**src/rtl/bomb_pkg.sv**
```systemverilog
// ---------------------------------------------------------------------------
// bomb_pkg
// Shared constants for the bomb fuse timer and the bomb FSM that drives it.
//   COUNT_W              : width of the seconds counter shown on the display
//   DEFAULT_CLK_FREQ_HZ  : board clock, also the number of cycles per second
//   DEFAULT_FUSE_SECONDS : seconds loaded into the fuse on arming
//   MAX_FUSE_SECONDS     : largest value the seconds counter can hold
//   prescaler_width()    : bits needed to count 0..hz-1 (never less than 1)
// ---------------------------------------------------------------------------
package bomb_pkg;

    localparam int COUNT_W              = 4;
    localparam int DEFAULT_CLK_FREQ_HZ  = 50_000_000;
    localparam int DEFAULT_FUSE_SECONDS = 3;
    localparam int MAX_FUSE_SECONDS     = (1 << COUNT_W) - 1;

    // A one-cycle-wide prescaler would give $clog2 of 0, so clamp to 1 bit.
    function automatic int prescaler_width(input int hz);
        int w;
        w = $clog2(hz);
        if (w < 1) begin
            w = 1;
        end
        return w;
    endfunction

endpackage

```
**src/rtl/bomb_countdown_if.sv**
```systemverilog
// ---------------------------------------------------------------------------
// bomb_countdown_if
// Signals exchanged between the bomb FSM and the fuse timer.
//   countLoadN  : FSM -> timer, active-low synchronous load of the fuse
//   countEnable : FSM -> timer, lets the fuse count down on second ticks
//   OneSecPulse : timer -> FSM, one-cycle tick once per second
//   timerEnd    : timer -> FSM, level, high once an armed fuse reached 0
//   countDigit  : timer -> display, remaining seconds
// Modports:
//   master : the bomb FSM side
//   slave  : the fuse timer side
// ---------------------------------------------------------------------------
interface bomb_countdown_if;
    import bomb_pkg::*;

    logic               countLoadN;
    logic               countEnable;
    logic               OneSecPulse;
    logic               timerEnd;
    logic [COUNT_W-1:0] countDigit;

    modport master (
        output countLoadN,
        output countEnable,
        input  OneSecPulse,
        input  timerEnd,
        input  countDigit
    );

    modport slave (
        input  countLoadN,
        input  countEnable,
        output OneSecPulse,
        output timerEnd,
        output countDigit
    );

endinterface

```
**src/rtl/one_sec_gen.sv**
```systemverilog
// ---------------------------------------------------------------------------
// one_sec_gen
// Free-running prescaler producing a registered one-cycle pulse every
// CLK_FREQ_HZ clock cycles.
//   clk   : clock, rising edge
//   reset : asynchronous active-high reset
//   clear : synchronous restart of the second (prescaler and pulse to 0)
//   pulse : registered tick, high for one cycle per CLK_FREQ_HZ cycles
// ---------------------------------------------------------------------------
module one_sec_gen
    import bomb_pkg::*;
#(
    parameter int CLK_FREQ_HZ = DEFAULT_CLK_FREQ_HZ
) (
    input  logic clk,
    input  logic reset,
    input  logic clear,
    output logic pulse
);

    localparam int              PRE_W    = prescaler_width(CLK_FREQ_HZ);
    localparam logic [PRE_W-1:0] PRE_LAST = PRE_W'(CLK_FREQ_HZ - 1);

    // Below two cycles per second the pulse could never drop low again.
    if (CLK_FREQ_HZ < 2) begin : g_bad_freq
        $error("one_sec_gen: CLK_FREQ_HZ must be at least 2");
    end

    logic [PRE_W-1:0] prescale;

    // Prescaler runs regardless of whether the fuse is counting, since the
    // explode phase of the bomb still needs ticks. A clear restarts the
    // second so the first one after a fuse load is always full length; it
    // also drops a pending pulse so a load can never be followed by a
    // stale tick.
    always_ff @(posedge clk or posedge reset) begin
        if (reset) begin
            prescale <= '0;
            pulse    <= 1'b0;
        end else if (clear) begin
            prescale <= '0;
            pulse    <= 1'b0;
        end else if (prescale == PRE_LAST) begin
            prescale <= '0;
            pulse    <= 1'b1;
        end else begin
            prescale <= prescale + PRE_W'(1);
            pulse    <= 1'b0;
        end
    end

endmodule

```
**src/rtl/bomb_countdown.sv**
```systemverilog
// ---------------------------------------------------------------------------
// bomb_countdown
// Fuse timer for the bomb FSM. Loads START_VALUE seconds on countLoadN,
// counts down once per second tick while countEnable is high, and raises
// timerEnd when the fuse goes from 1 to 0. Stops at 0 without wrapping.
//   clk   : clock, rising edge
//   reset : asynchronous active-high reset
//   bus   : bomb_countdown_if.slave
//           in  countLoadN, countEnable
//           out OneSecPulse, timerEnd, countDigit (all registered)
// Parameters:
//   CLK_FREQ_HZ : clock cycles per second tick (>= 2)
//   START_VALUE : seconds loaded on countLoadN (1..15)
// ---------------------------------------------------------------------------
module bomb_countdown
    import bomb_pkg::*;
#(
    parameter int CLK_FREQ_HZ = DEFAULT_CLK_FREQ_HZ,
    parameter int START_VALUE = DEFAULT_FUSE_SECONDS
) (
    input  logic             clk,
    input  logic             reset,
    bomb_countdown_if.slave  bus
);

    // A zero fuse would never raise timerEnd, and anything above the
    // counter range would silently truncate.
    if (START_VALUE < 1 || START_VALUE > MAX_FUSE_SECONDS) begin : g_bad_start
        $error("bomb_countdown: START_VALUE must be in 1..15");
    end

    localparam logic [COUNT_W-1:0] LOAD_VALUE = COUNT_W'(START_VALUE);

    logic               one_sec_pulse;
    logic               load;
    logic               decrement;
    logic [COUNT_W-1:0] digit_q;
    logic [COUNT_W-1:0] digit_d;
    logic               timer_end_q;
    logic               timer_end_d;

    assign load = !bus.countLoadN;

    one_sec_gen #(
        .CLK_FREQ_HZ (CLK_FREQ_HZ)
    ) u_one_sec_gen (
        .clk   (clk),
        .reset (reset),
        .clear (load),
        .pulse (one_sec_pulse)
    );

    // Decrement uses the registered tick, so a count step lands on the edge
    // after the tick cycle. Holding at 0 is what keeps the counter from
    // wrapping; a load always overrides a coinciding tick.
    assign decrement = !load && bus.countEnable && one_sec_pulse
                       && (digit_q != '0);

    // Next-state for the fuse counter and its expiry flag. timerEnd is only
    // ever set by the 1 -> 0 step, so after a bare reset (counter already 0)
    // it stays low until the fuse is armed and runs out.
    always_comb begin
        digit_d     = digit_q;
        timer_end_d = timer_end_q;
        if (load) begin
            digit_d     = LOAD_VALUE;
            timer_end_d = 1'b0;
        end else if (decrement) begin
            digit_d = digit_q - COUNT_W'(1);
            if (digit_q == COUNT_W'(1)) begin
                timer_end_d = 1'b1;
            end
        end
    end

    always_ff @(posedge clk or posedge reset) begin
        if (reset) begin
            digit_q     <= '0;
            timer_end_q <= 1'b0;
        end else begin
            digit_q     <= digit_d;
            timer_end_q <= timer_end_d;
        end
    end

    assign bus.OneSecPulse = one_sec_pulse;
    assign bus.timerEnd    = timer_end_q;
    assign bus.countDigit  = digit_q;

endmodule

```
**src/flat_wrapper.sv**
```systemverilog
// flat-port wrapper written by rule: the top's interface ports become plain ports
module bomb_countdown_flat import bomb_pkg::*;
#(
    parameter int CLK_FREQ_HZ = DEFAULT_CLK_FREQ_HZ,
    parameter int START_VALUE = DEFAULT_FUSE_SECONDS
)
  (clk, reset, bus_countLoadN, bus_countEnable, bus_OneSecPulse, bus_timerEnd, bus_countDigit);
  bomb_countdown_if bus_i ();
  input  logic clk;
  input  logic reset;
  input wire logic [$bits(bus_i.countLoadN)-1:0] bus_countLoadN;
  input wire logic [$bits(bus_i.countEnable)-1:0] bus_countEnable;
  output wire logic [$bits(bus_i.OneSecPulse)-1:0] bus_OneSecPulse;
  output wire logic [$bits(bus_i.timerEnd)-1:0] bus_timerEnd;
  output wire logic [$bits(bus_i.countDigit)-1:0] bus_countDigit;
  assign bus_i.countLoadN = bus_countLoadN;
  assign bus_i.countEnable = bus_countEnable;
  assign bus_OneSecPulse = bus_i.OneSecPulse;
  assign bus_timerEnd = bus_i.timerEnd;
  assign bus_countDigit = bus_i.countDigit;
  bomb_countdown #(.CLK_FREQ_HZ(CLK_FREQ_HZ), .START_VALUE(START_VALUE)) u_core (.clk(clk), .reset(reset), .bus(bus_i));
endmodule
```
**config.mk**
```make
export PLATFORM = sky130hd
export DESIGN_NAME = bomb_countdown_flat
export DESIGN_NICKNAME = d
export VERILOG_FILES = /design/src/rtl/bomb_pkg.sv /design/src/rtl/bomb_countdown_if.sv /design/src/rtl/one_sec_gen.sv /design/src/rtl/bomb_countdown.sv /design/src/flat_wrapper.sv
export SDC_FILE = /design/constraint.sdc
export NUM_CORES = 1
export LEC_CHECK = 0
export ABC_AREA = 1
export BUFFER_PORTS_ARGS = -buffer_cell sky130_fd_sc_hd__clkbuf_2
export CAP_MARGIN = 10
export CORE_UTILIZATION = 40
export DETAILED_ROUTE_END_ITERATION = 8
export GPL_ROUTABILITY_DRIVEN = 1
export PLACE_DENSITY_LB_ADDON = 0.25
export SLEW_MARGIN = 0
export SYNTH_ARGS = -nofsm -noshare
export SYNTH_HDL_FRONTEND = slang
export SYNTH_SLANG_ARGS = --single-unit
```
**constraint.sdc**
```tcl
create_clock -name clk -period 3.9 [get_ports clk]
set_clock_uncertainty 0.2 [all_clocks]
set_input_delay 0.39 -clock clk [delete_from_list [all_inputs] [get_ports clk]]
set_output_delay 0.39 -clock clk [all_outputs]
set_load 0.02 [all_outputs]
```
==> reports/qor.txt, run 1 <==
run status: finished with violations
violated checks: design-rule violations
HPWL after DPL: 2997 um
asr flop ratio synth: 1.000
Rows: 24
die height: 70.71 um
slew at the pin with the worst max-slew slack: 409.4 ps
Seq/Total Area, Yosys: 0.4241
Nets: 293
final setup fails: 0
syn_area_per_cell: 7.019 um2
Crit. End Element: register
worst setup margin: 2171 ps
Sw Share: 0.2221
initial antenna violation count: 0
setup_tns: 0 ps
Worst-path clk slew: 70 ps
clock tree from TritonCTS: built
PwrDens: 321.7 nW/um2
post-CTS setup buffer count: 0
gr usage total: 0.1838
# DRC: 4
core area: 4444 um2
Cell variety after synth: 21
Hold Crit Class: in -> reg
Final Hold Fails: 0
via density per instance: 4.760
Final Critical Period: 1729 ps
critical path data arrival time: 1750 ps
placed inst area: 1991 um2
EDFF count, synth: 0
WL final: 3935 um
f_max: 578.4 MHz
Synth area leaders: dfrtp_1 (42%), nand2_1 (15%), nor2_1 (13%), inv_1 (6.2%), nand3_1 (4.2%)
first-pass GRT wire length: 7100 um
leakage: 0.9210 nW
clock power share: 0.473
die area: 4999 um2
Resized Gates After CTS: 0
pin count of the biggest net entering global routing: 33
grt ovf: 0
area grow syn2layout: 11.86%
Critical R2R Launch: u_core.u_one_sec_gen.prescale[0]$_DFF_PP0_
fin area: 2112 um2
Critical Path Sink: u_core.u_one_sec_gen.prescale[22]$_DFF_PP0_
GPL Wtd Cong: 0.8719
DR WL/cell: 11.64 um
cell taking the most area after synthesis: dfrtp_1
Synth top cells by count: nand2_1 (76), nor2_1 (67), dfrtp_1 (32)
Initial Utilization: 0.4248
ANT nets after route: 0
crit path from: u_core.u_one_sec_gen.prescale[0]$_DFF_PP0_
Fill cells: 469
WHS: 207.4 ps
total CTS buffers: 5
cell count after placement: 329
1st-iter DRT viols: 80
Comb pwr share: 0.031
top-count cell post-synth: nand2_1
Slew HR: 0.7270
CP Max Fanout: 6
max_cap viols: 0
vias in the first global route: 1573
RSZ-0062 raised after global routing: false
TritonRoute pass-1 iters: 6
port bufs: 9
Yosys warnings: 0
CP Class: reg -> reg
Tcrit/Tclk final: 0.4433
Sink Count: 32
Seq pwr share: 0.496
Peak VDD IR: 0.0002050 V
worst endpoint required time: 3920 ps
clk_lat worst skew: 280 ps
Setup WS pre-CTS: 2166 ps
Reg2Reg Depth: 9
Clock Tree Buf Depth: 2
internal power: 528.6 uW
n_diodes: 0
#FFs+latches synth: 32
RR Endpoint: u_core.u_one_sec_gen.prescale[22]$_DFF_PP0_
reg2reg setup slack: 2170 ps
ratio of cells with drive above 1 in the final layout: 0.1084
Psw: 150.9 uW
htree depth: 2
via count: 1609
Startpoint Class: register
mapped cell area: 1888 um2
# IOs: 10
clk root buf: clkbuf_8
Layout Cells excl Fill: 338
Post-Syn Instances: 269
top_reg_cell synth: dfrtp_1
final max-slew violation count: 0
Synth top area share: 0.4241
chip width: 70.71 um
Synthesized Nets: 277
-- registers in the layout (all words and copies together) (netlist names) --
| signal | cells |
|---|---|
| u_core.bus.countDigit | 4 |
| u_core.u_one_sec_gen.pulse | 1 |
| u_core.bus.timerEnd | 1 |
| u_core.u_one_sec_gen.prescale | 26 |
-- kinds of logic after synthesis --
kind of cell,Yosys count,share of synthesized area
xor+xnor,12,0.05567
flops,32,0.4241
compound gates,10,0.02916
simple gates,178,0.3950
fa+ha+maj,4,0.02651
buf+inv,33,0.06958
-- worst max-delay path: stages, from the launching register on --
cell,delay [ps]
dfrtp_1,420
ha_1,210
nand2_1,90
nor2_2,220
nand2_1,80
nor2_1,200
nand2_1,70
nand2_1,60
nand2_1,40
nor2_1,70
-- metrics by stage --
stage	utilization	total power, mW
final	0.4752	0.6794
after global routing	0.4752	0.7058
after CTS	0.4752	0.6882
after detailed placement	0.4479	0.3649
after global placement	0.4479	0.3643
after floorplan	-	0.3573
-- what timing repair did --
action | CTS | global route
hold buffers | 1 | 0
endpoints found under the hold margin | 32 | 0
setup endpoints to repair | 0 | 0
-- power by group through the flow --
stage	Combinational (mW)	Clock (mW)	Sequential, mW
2_1_floorplan	0.0147	0	0.343
3_3_place_gp	0.0212	0	0.343
3_5_place_dp	0.0216	0	0.343
4_1_cts	0.0224	0.329	0.337
5_1_grt	0.0250	0.343	0.337
6_report	0.0213	0.321	0.337
-- metal layers --
layer | wire length [um] | track usage | share of wire
met3 | 132 | 0.04986 | 0.034
met5 | 0 | 0 | 0
met4 | 60 | 0.07111 | 0.015
met2 | 1730 | 0.2810 | 0.44
met1 | 2012 | 0.2489 | 0.51
-- cell usage in the layout (no fill, tap or decap), types with 2 or more instances in the layout --
cell type | netlist | final
nor2_2 | 7 | 7
nand2_2 | 3 | 3
clkbuf_8 | 0 | 5
xnor2_1 | 6 | 6
inv_1 | 31 | 31
nand2_1 | 76 | 76
a21oi_1 | 3 | 3
clkbuf_2 | 0 | 9
nor2_1 | 67 | 67
nor3_1 | 4 | 4
o21ai_0 | 5 | 5
ha_1 | 4 | 4
nor2_4 | 2 | 2
xor2_1 | 6 | 6
dfrtp_1 | 32 | 32
nand3_1 | 16 | 16
-- cell type report --
class	count	area, um2	area share
inverter	31	116.4	0.05509
clock buffer	5	68.82	0.03258
multi-input combinational	204	955.9	0.4526
clock inverter	3	42.54	0.02014
tap	52	65.06	0.03081
sequential	32	800.8	0.3791
timing repair buffer	11	62.56	0.02962
-- how the worst min path moves through the flow --
stage / startpoint / endpoint / slack (ps) / cells past startpoint
after floorplan: u_core.u_one_sec_gen.prescale[6]$_DFF_PP0_ / u_core.u_one_sec_gen.prescale[6]$_DFF_PP0_ / 250 / 1
after global placement: reset / u_core.u_one_sec_gen.prescale[1]$_DFF_PP0_ / 280 / 3
after detailed placement: reset / u_core.u_one_sec_gen.prescale[1]$_DFF_PP0_ / 280 / 3
after CTS: bus_countLoadN / u_core.bus.countDigit[3]$_DFFE_PP0P_ / 210 / 3
after global routing: bus_countLoadN / u_core.bus.countDigit[2]$_DFFE_PP0P_ / 220 / 3
final: bus_countLoadN / u_core.bus.countDigit[2]$_DFFE_PP0P_ / 210 / 3
(Power assumes the default switching activity.)
==> inputs of run 2 (changes only) <==
Clock period 3.9 ns to 1.5 ns, I/O delays scaled along.
==> run 2 against run 1 <==
The run ends with design-rule violations, negative setup slack left. Final area up 22%. Worst setup slack got worse by 2200 ps. Die area stayed put. Largest power group unchanged. Highest routed layer unchanged.
==> reports/qor.txt, run 2 (same netlist as run 1, synthesis figures left out) <==
GPL Wtd Cong: 0.8516
Clock Tree Buf Depth: 2
clk root buf: clkbuf_8
initial antenna violation count: 0
# DRC: 4
Worst-path clk slew: 70 ps
final max-slew violation count: 0
vias in the first global route: 1700
ratio of cells with drive above 1 in the final layout: 0.3252
max_cap viols: 0
core area: 4444 um2
run status: finished with violations
TritonRoute pass-1 iters: 6
commonest non-fill, non-tap cell in the layout: nand2_1
htree depth: 2
Crit. End Element: register
Slew HR: 0.7267
CP Max Fanout: 8
gr usage total: 0.2038
Hold Crit Class: in -> reg
via density per instance: 4.672
slew at the pin with the worst max-slew slack: 410.0 ps
placed inst area: 2211 um2
chip width: 70.71 um
Startpoint Class: register
pin count of the biggest net entering global routing: 33
ANT nets after route: 0
HPWL after DPL: 3260 um
CP Class: reg -> reg
# IOs: 10
total CTS buffers: 5
WL final: 4630 um
WHS: 0.2417 ps
RSZ-0062 raised after global routing: true
Pwr Total: 1.780 mW
n_diodes: 0
worst endpoint required time: 1470 ps
PwrDens: 692.0 nW/um2
Final Hold Fails: 0
Sink Count: 32
f_max: 650.3 MHz
worst setup margin: -37.83 ps
DR WL/cell: 12.25 um
Nets: 333
Peak VDD IR: 0.0004517 V
commonest non-fill, non-tap cells in the layout: nand2_1 (69), nor2_1 (49), buf_4 (39)
fin area: 2572 um2
leakage: 1.163 nW
Rows: 24
Tcrit/Tclk final: 1.025
number of flip-flops in the largest register: 26
port bufs: 9
grt ovf: 0
final setup fails: 14
violated checks: design-rule violations, negative setup slack
die height: 70.71 um
clk_lat worst skew: 290 ps
via count: 1766
most flop-heavy register: u_core.u_one_sec_gen.prescale
Initial Utilization: 0.4248
area grow syn2layout: 36.25%
1st-iter DRT viols: 89
Final Critical Period: 1538 ps
critical path data arrival time: 1510 ps
die area: 4999 um2
first-pass GRT wire length: 7721 um
clock tree from TritonCTS: built
[run 2: cell types whose count changed in the layout (fill, tap and decap cells not counted), sizes merged]
cell and delta:
buf +38, clkbuf +1, clkinvlp -1, nand2 +1, nand3 +1
[run 2: repair_timing]
action	in CTS	in global routing
resized for setup	16	28
pin swaps	9	12
hold buffers	1	0
endpoints found under the hold margin	32	0
setup buffers	1	10
cloned	1	1
setup endpoints to repair	20	29
[run 2: metrics by stage]
stage	utilization	setup slack (ps)	instances	setup TNS, ps
global placement	0.4975	-22.44	356	-249.4
floorplan	-	-24.26	269	-214.0
CTS	0.5372	-39.06	367	-282.7
detailed placement	0.4975	-55.16	356	-790.1
global route	0.5788	-136.3	378	-2591
finish	0.5788	-37.83	378	-290.3
[run 2: path summary, 6_finish.rpt]
path                                                            startpoint                                           to  slack, ps  depth (start not counted)
worst max-delay path            u_core.u_one_sec_gen.prescale[9]$_DFF_PP0_   u_core.u_one_sec_gen.prescale[1]$_DFF_PP0_        -40                          7
worst min-delay path                                       bus_countEnable         u_core.bus.countDigit[1]$_DFFE_PP0P_        0.2                          3
worst max register to register  u_core.u_one_sec_gen.prescale[9]$_DFF_PP0_   u_core.u_one_sec_gen.prescale[1]$_DFF_PP0_        -40                          7
worst min register to register             u_core.bus.timerEnd$_DFFE_PP0P_              u_core.bus.timerEnd$_DFFE_PP0P_        290                          1
max in group asynchronous                                            reset  u_core.u_one_sec_gen.prescale[16]$_DFF_PP0_        510                          4
min in group asynchronous                                            reset  u_core.u_one_sec_gen.prescale[25]$_DFF_PP0_        270                          4
[run 2: where the power goes]
part           switching (mW)  internal, mW  total (mW)
sequential            0.00767         0.869       0.877
combinational          0.0551        0.0265      0.0817
clock                   0.329         0.493       0.822
[run 2: layout make-up]
cell class	count	area [um2]
clock buffer	6	72.57
clock inverter	2	35.03
fill	410	1872
inverter	31	116.4
multi-input combinational	206	1130
sequential	32	805.8
tap	52	65.06
timing repair buffer	49	347.8
[run 2: worst max-delay path, stage by stage (launching register included)]
cell and delay, ps:
dfrtp_1 420, buf_4 150, nor2_1 80, nand4_1 130
nor2_2 110, nand2_2 100, nand2_4 170, nor2_1 70
[run 2: layer usage]
metal,up-vias,track usage,part of all wire
met5,-,0,0
met4,0,0.08889,0.025
met3,10,0.04558,0.030
met2,25,0.3355,0.48
met1,801,0.2582,0.46
li1,930,-,-
==> inputs of run 3 (changes only) <==
Clock period 1.5 ns to 1.9 ns, I/O delays scaled along.
==> run 3 against run 2 <==
The flow finishes with violations (design-rule violations). Wire length fell by 15%. Worst setup slack gained 210 ps. Final cell count shrank 10%. Core utilization fell by 9.7 points. Final area fell by 17%. Register-to-register slack improved by 210 ps. Critical path type unchanged. Largest cell class unchanged. Largest power group is now the clock network.
==> reports/qor.txt, run 3 (same netlist as run 1, synthesis figures left out) <==
run status: finished with violations
violated checks: design-rule violations
1st-iter DRT viols: 80
number of flip-flops in the largest register: 26
commonest non-fill, non-tap cells in the layout: nand2_1 (76), nor2_1 (67), dfrtp_1 (32)
total CTS buffers: 5
RSZ-0062 raised after global routing: false
via count: 1618
gr usage total: 0.1855
grt ovf: 0
DR WL/cell: 11.63 um
ANT nets after route: 0
cell count after placement: 330
max_cap viols: 0
Nets: 294
clk_lat worst skew: 290 ps
setup_tns: 0 ps
f_max: 580.4 MHz
clock power share: 0.496
Sink Count: 32
most flop-heavy register: u_core.u_one_sec_gen.prescale
area grow syn2layout: 13.32%
WHS: 21.95 ps
Comb pwr share: 0.030
critical path data arrival time: 1730 ps
ratio of cells with drive above 1 in the final layout: 0.1115
die height: 70.71 um
Final Critical Period: 1723 ps
clk root buf: clkbuf_8
worst endpoint required time: 1900 ps
Clock Tree Buf Depth: 2
slew at the pin with the worst max-slew slack: 432.7 ps
post-CTS setup buffer count: 0
WL final: 3943 um
GPL Wtd Cong: 0.8965
Tcrit/Tclk final: 0.9068
core area: 4444 um2
TritonRoute pass-1 iters: 6
Worst-path clk slew: 70 ps
Initial Utilization: 0.4248
Startpoint Class: register
HPWL after DPL: 2958 um
via density per instance: 4.773
Peak VDD IR: 0.0003426 V
internal power: 1.160 mW
commonest non-fill, non-tap cell in the layout: nand2_1
port bufs: 9
leakage: 0.9369 nW
Psw: 297.6 uW
CP Class: reg -> reg
Sw Share: 0.2042
htree depth: 2
first-pass GRT wire length: 7162 um
Hold Crit Class: in -> reg
initial antenna violation count: 0
final max-slew violation count: 0
vias in the first global route: 1616
PwrDens: 681.1 nW/um2
worst setup margin: 177.0 ps
clock tree from TritonCTS: built
# IOs: 10
Seq pwr share: 0.474
Rows: 24
final setup fails: 0
pin count of the biggest net entering global routing: 33
n_diodes: 0
CP Max Fanout: 6
Slew HR: 0.7112
Crit. End Element: register
Layout Cells excl Fill: 339
die area: 4999 um2
# DRC: 4
chip width: 70.71 um
Final Hold Fails: 0
Setup WS pre-CTS: 172.9 ps
run 3: what timing repair did:
item | 4_1_cts | 5_1_grt
resized for setup | 0 | 1
endpoints found under the setup margin | 0 | 3
hold buffers | 1 | 0
endpoints found under the hold margin | 32 | 0
run 3: final cells by class:
cell class / instances / area, um2
clock inverters: 1 / 30.03
repair buffers: 12 / 70.07
inverters: 31 / 116.4
flip-flops and latches: 32 / 800.8
multi-input cells: 204 / 960.9
fillers: 452 / 2305
clock buffers: 7 / 96.34
well taps: 52 / 65.06
run 3: worst max-delay path, stage by stage (launching register included):
cell	delay, ps
dfrtp_1	420
ha_1	220
nand2_1	110
nor2_4	150
nand2_2	110
nor2_4	140
nand2_1	60
nand2_1	50
nand2_1	50
nor2_1	120
run 3: metrics by stage:
step                        util  area [um2]  power, mW
after floorplan                -        1888     0.7335
after global placement    0.4496        1998     0.7482
after detailed placement  0.4496        1998     0.7484
after CTS                 0.4803        2135      1.472
after global routing      0.4814        2140      1.509
final                     0.4814        2140      1.457
run 3: power by group through the flow:
stage                     logic [mW]  registers (mW)  clock network, mW
after floorplan               0.0301           0.703                  0
after global placement        0.0441           0.704                  0
after detailed placement      0.0439           0.704                  0
after CTS                     0.0458           0.691              0.734
after global routing          0.0512           0.692              0.766
final                         0.0437           0.691              0.722
run 3: path summary, 6_finish.rpt:
kind,startpoint,end,slack (ps),cells after the start
max in group asynchronous,reset,u_core.u_one_sec_gen.prescale[23]$_DFF_PP0_,880,4
hold / removal,bus_countLoadN,u_core.bus.countDigit[3]$_DFFE_PP0P_,20,3
setup reg to reg,u_core.u_one_sec_gen.prescale[0]$_DFF_PP0_,u_core.u_one_sec_gen.prescale[20]$_DFF_PP0_,180,9
min in group asynchronous,reset,u_core.u_one_sec_gen.prescale[3]$_DFF_PP0_,310,4
setup / recovery,u_core.u_one_sec_gen.prescale[0]$_DFF_PP0_,u_core.u_one_sec_gen.prescale[20]$_DFF_PP0_,180,9
hold reg to reg,u_core.bus.timerEnd$_DFFE_PP0P_,u_core.bus.timerEnd$_DFFE_PP0P_,290,1
run 3: per-layer routing:
layer  wire [um]  global-route usage  vias up
met4          69             0.07333        0
met1        1950              0.2369      729
met2        1768              0.3045       29
met3         155             0.04416        8
met5           0                   0        -
li1            -                   -      852
